<file path="src/rtl/multi_button_debouncer.sv">
// N-channel push-button debouncer: per-channel 2-FF synchronizer, polarity select,
// asymmetric press/release stable times, level/press/release strobes and a one-shot long-press strobe.
module multi_button_debouncer #(
  parameter int N_CH          = 4,
  parameter int PRESS_COUNT   = 50000,
  parameter int RELEASE_COUNT = 501,
  parameter int LONG_COUNT    = 25000000,
  parameter int ACTIVE_LOW    = 1
) (
  input  logic            clk,
  input  logic            reset,
  input  logic [N_CH-1:0] btn_in,
  output logic [N_CH-1:0] btn_level,
  output logic [N_CH-1:0] btn_press,
  output logic [N_CH-1:0] btn_release,
  output logic [N_CH-1:0] btn_long
);

  localparam int MAX_COUNT = (PRESS_COUNT > RELEASE_COUNT) ? PRESS_COUNT : RELEASE_COUNT;
  localparam int CW        = $clog2(MAX_COUNT + 1);
  localparam logic [CW-1:0] PRESS_LAST   = CW'(PRESS_COUNT - 1);
  localparam logic [CW-1:0] RELEASE_LAST = CW'(RELEASE_COUNT - 1);
  // Sync flops reset to the idle pin level so a held button is not seen as pressed during reset.
  localparam logic IDLE_PIN = (ACTIVE_LOW != 0) ? 1'b1 : 1'b0;

  for (genvar gi = 0; gi < N_CH; gi++) begin : g_ch
    logic          s1_q, s1_d, s2_q, s2_d, act;
    logic          level_q, level_d, press_q, press_d, release_q, release_d;
    logic [CW-1:0] cnt_q, cnt_d;

    always_comb begin
      s1_d      = btn_in[gi];
      s2_d      = s1_q;
      act       = (ACTIVE_LOW != 0) ? ~s2_q : s2_q;
      level_d   = level_q;
      press_d   = 1'b0;
      release_d = 1'b0;
      cnt_d     = '0;
      if (act != level_q) begin
        if (!level_q && cnt_q == PRESS_LAST) begin
          level_d = 1'b1;
          press_d = 1'b1;
        end else if (level_q && cnt_q == RELEASE_LAST) begin
          level_d   = 1'b0;
          release_d = 1'b1;
        end else begin
          cnt_d = cnt_q + CW'(1);
        end
      end
    end

    always_ff @(posedge clk) begin
      if (!reset) begin
        s1_q      <= IDLE_PIN;
        s2_q      <= IDLE_PIN;
        level_q   <= 1'b0;
        press_q   <= 1'b0;
        release_q <= 1'b0;
        cnt_q     <= '0;
      end else begin
        s1_q      <= s1_d;
        s2_q      <= s2_d;
        level_q   <= level_d;
        press_q   <= press_d;
        release_q <= release_d;
        cnt_q     <= cnt_d;
      end
    end

    assign btn_level[gi]   = level_q;
    assign btn_press[gi]   = press_q;
    assign btn_release[gi] = release_q;

    if (LONG_COUNT > 0) begin : g_long
      localparam int LW = $clog2(LONG_COUNT + 1);
      localparam logic [LW-1:0] LONG_MAX  = LW'(LONG_COUNT);
      localparam logic [LW-1:0] LONG_LAST = LW'(LONG_COUNT - 1);
      logic [LW-1:0] hold_q, hold_d;
      logic          long_q, long_d;

      // Hold count tracks the next level, so it reads 1 in the press cycle and LONG_COUNT when btn_long shows.
      always_comb begin
        hold_d = '0;
        long_d = 1'b0;
        if (level_d) begin
          hold_d = (hold_q == LONG_MAX) ? hold_q : hold_q + LW'(1);
          long_d = (hold_q == LONG_LAST);
        end
      end

      always_ff @(posedge clk) begin
        if (!reset) begin
          hold_q <= '0;
          long_q <= 1'b0;
        end else begin
          hold_q <= hold_d;
          long_q <= long_d;
        end
      end

      assign btn_long[gi] = long_q;
    end else begin : g_no_long
      assign btn_long[gi] = 1'b0;
    end
  end

endmodule
</file>
<file path="config.mk">
export PLATFORM = sky130hd
export DESIGN_NAME = multi_button_debouncer
export DESIGN_NICKNAME = d
export VERILOG_FILES = /design/src/rtl/multi_button_debouncer.sv
export SDC_FILE = /design/constraint.sdc
export NUM_CORES = 1
export LEC_CHECK = 0
export BUFFER_PORTS_ARGS = -buffer_cell sky130_fd_sc_hd__buf_2
export CAP_MARGIN = 15
export CORE_MARGIN = 2
export CORE_UTILIZATION = 67
export DETAILED_ROUTE_END_ITERATION = 12
export PLACE_DENSITY_LB_ADDON = 0.15
export SETUP_SLACK_MARGIN = 0.3
export SYNTH_ARGS = -nofsm -noshare
export SYNTH_HDL_FRONTEND = slang
export SYNTH_SLANG_ARGS = --single-unit
</file>
<file path="constraint.sdc">
create_clock -name clk -period 3.54 [get_ports clk]
set_input_delay 0.177 -clock clk [delete_from_list [all_inputs] [get_ports clk]]
set_output_delay 0.177 -clock clk [all_outputs]
set_load 0.01 [all_outputs]
</file>
==> summary.md <==
| Metric | Value |
|---|---|
| Slew headroom | 0.449 |
| Max clock buf depth | 2 |
| CP Cell Sequence | inv_1 > ha_1 > or4b_1 > nor4_2 > nor2b_1 > o211ai_2 > nor2_1 |
| Vias per cell | 5.42 |
| Antenna violations before repair | 0 |
| Setup violators final | 0 |
| CP arrival | 2590 ps |
| I/O Buffers | 21 |
| Gpl congestion | 0.796 |
| Antenna viol nets, final | 0 |
| Layout overhead on the synthesized area | 9.75% |
| Worst skew pair latency | 430 ps |
| CTS root buf | clkbuf_16 |
| RSZ-0062 raised after global routing | false |
| WS Path Type | register to register |
| Reported net switching power | 0.797 mW |
| CTS Buf Count | 17 |
| Yosys top cell area share | 0.445 |
| Static leakage | 3.06 nW |
| Crit. End Element | register |
| Synthesized area per cell | 8.81 sq um |
| Die W | 116 microns |
| Die area | 13500 sq um |
| CP Depth | 7 |
| Vias | 6278 |
| F_max | 433 MHz |
| CTS H-tree depth | 4 |
| Internal Power | 3.35 mW |
| Critical Path RT | 3820 ps |
| Post-Synthesis Cells | 959 |
| Core Rows | 41 |
| Residual DRC count | 0 |
| Routed wire length per instance | 12.7 microns |
| IO Count | 22 |
| GRT overflow | 0 |
| Min Tclk post-route | 2310 ps |
| Area leader, netlist | dfxtp_1 |
| Max cap viols | 0 |
| Fin Clk Skew | 12.9 ps |
| Commonest cells post-synth | nor2_1 (200), dfxtp_1 (188), xor2_1 (89) |
| Pwr dens | 447 nW/um^2 |
| Sum of negative setup slack | 0 ps |
| Worst slew pin tran | 819 ps |
| Die Y | 116 microns |
| Layout fillers | 935 |
| CP max stage delay | 610 ps |
| Synth area leaders | dfxtp_1 (45%), xor2_1 (9.2%), nor2_1 (8.9%) |
| Routed WL | 14700 microns |
| Total power | 4.15 mW |
| Yosys reg bits | 188 |
| WP buf/inv | 1 |
| Register area share after synthesis | 0.445 |
| Syn nets | 981 |
| Slowest stage cell, crit path | o211ai_2 |
| Switch share | 0.192 |
| Final Cell Area | 9280 sq um |
| Largest delay contributor family on the critical path | simple AND/OR/NAND/NOR gates |
| DR pass1 iterations | 4 |
| Yosys warnings | 0 |
| Tightest Hold Check Type | primary input to register |
| Count leader, synth | nor2_1 |
| Reg2Reg Depth | 7 |
| Final Hold Fails | 0 |
| Initial Utilization | 0.678 |
| GRT Overall Usage | 0.233 |
| DPL Wire Length | 9640 microns |
| Startpoint Class | register |
| Mapped Area | 8450 sq um |
| Comb power frac | 0.007 |
| Drt initial violations | 353 |
| Global-route wire length before repair | 25800 microns |
| Setup Fix Bufs, Post-CTS | 0 |
| Share of post-route cells with drive strength above 1 | 0.0780 |
| # diodes | 0 |
| Vias in the first global route | 5822 |
| Clk slew on worst S/H paths | 60 ps |
| Status | finished clean |
| Post-synth EDFFs | 0 |
| Count of pins over their slew limit | 0 |
| Crit Path Max Fanout | 16 |
| Core area | 12500 sq um |
| Max IR drop VDD | 0.461 mV |
| Clock power share | 0.482 |
| Placed Area | 8610 sq um |
| Final critical-path share of the clock period | 0.652 |
| Sequential Power Share | 0.512 |
| CTS tree | yes |
| Worst hold stages | 2 |
| Top_reg_cell synth | dfxtp_1 |
| Count of cell types in the netlist | 45 |
| Nets@finish | 996 |
| Largest net degree at the start of global routing | 28 |
| Fraction of registers with async set/reset | 0 |
| TritonCTS Sinks | 188 |
-- power by group through the flow --
stage	sequential (mW)	combinational (mW)	clock, mW
detailed placement	2.17	0.0237	0
floorplan	2.17	0.0166	0
CTS	2.12	0.0272	2.03
global placement	2.17	0.0237	0
global route	2.12	0.0302	2.12
finish	2.12	0.0271	2.00
-- cell type report --
class                      instances  area, sq um  area share
tap                              172          215      0.0232
multi-input combinational        705         4360       0.470
inverter                          29          109      0.0117
sequential                       188         3760       0.406
clock inverter                    10          163      0.0175
timing repair buffer              33          205      0.0221
clock buffer                      22          464      0.0500
-- cells in the final DEF, fill, tap and decap left out, types with 4 or more instances in the layout --
cell	Yosys	routed
nor4_1	17	17
and4b_1	5	5
xor2_1	89	89
nand4_1	43	43
or4_1	4	4
nor4b_1	7	7
or2_2	4	4
or4b_1	5	5
ha_1	16	16
clkbuf_16	0	17
dlygate4sd3_1	0	4
nand2b_1	14	14
nand3_1	75	75
nor3b_1	4	4
dfxtp_1	188	188
mux2i_1	4	4
and2_1	5	5
nor2_1	200	200
buf_2	7	21
nor3_1	17	17
nor2b_1	4	4
nand3b_1	5	5
a21oi_1	6	6
and4_1	15	15
nand2_1	48	48
bufinv_16	0	4
or3b_2	5	5
nor4bb_1	6	6
and3_1	27	27
buf_4	18	8
inv_1	29	29
xnor2_1	58	58
-- cells by family after synthesis --
group,Yosys count,synth area share
mux,4,0.00474
flops,188,0.445
xor+xnor,147,0.152
compound gates,18,0.0161
simple gates,520,0.319
fa+ha+maj,16,0.0237
buf+inv,66,0.0392
-- flip-flops by register name (all words and copies together), names as in the netlist --
signal              flops
g_ch.press_q            4
g_ch.release_q          4
g_ch.s2_q               4
g_ch.cnt_q             64
g_ch.g_long.hold_q    100
g_ch.g_long.long_q      4
g_ch.level_q            4
g_ch.s1_q               4
-- metrics by stage --
stage / setup WS, ps / std cells / util / hold slack [ps]
after floorplan: 1580 / 959 / - / 278
after global placement: 1330 / 1123 / 0.691 / 357
after detailed placement: 1270 / 1123 / 0.691 / 369
after CTS: 1260 / 1159 / 0.744 / 153
after global routing: 989 / 1159 / 0.744 / 173
final: 1230 / 1159 / 0.744 / 165
-- layer usage --
metal  wire, microns  part of all wire  up-vias  global-route usage
met1            7240              0.49     2937               0.302
met2            7020              0.48       67               0.390
met5               0                 0        -                   0
met4              56            0.0038        0              0.0659
met3             413             0.028        4              0.0571
li1                -                 -     3270                   -
-- worst paths after layout --
path,from,endpoint,slack [ps]
worst max-delay path,g_ch[2].cnt_q[0]$_SDFF_PP0_,g_ch[2].cnt_q[7]$_SDFF_PP0_,1230
worst min-delay path,reset,g_ch[1].s1_q$_SDFF_PN1_,160
worst max register to register,g_ch[2].cnt_q[0]$_SDFF_PP0_,g_ch[2].cnt_q[7]$_SDFF_PP0_,1230
worst min register to register,g_ch[1].s1_q$_SDFF_PN1_,g_ch[1].s2_q$_SDFF_PN1_,410
-- what timing repair did --
action                                  4_1_cts  5_1_grt
hold buffers                                  4        0
hold endpoints to repair                      4        0
endpoints found under the setup margin        0        0
gates resized for setup                       0        0
Note: power is estimated with default switching activity, not from simulation.
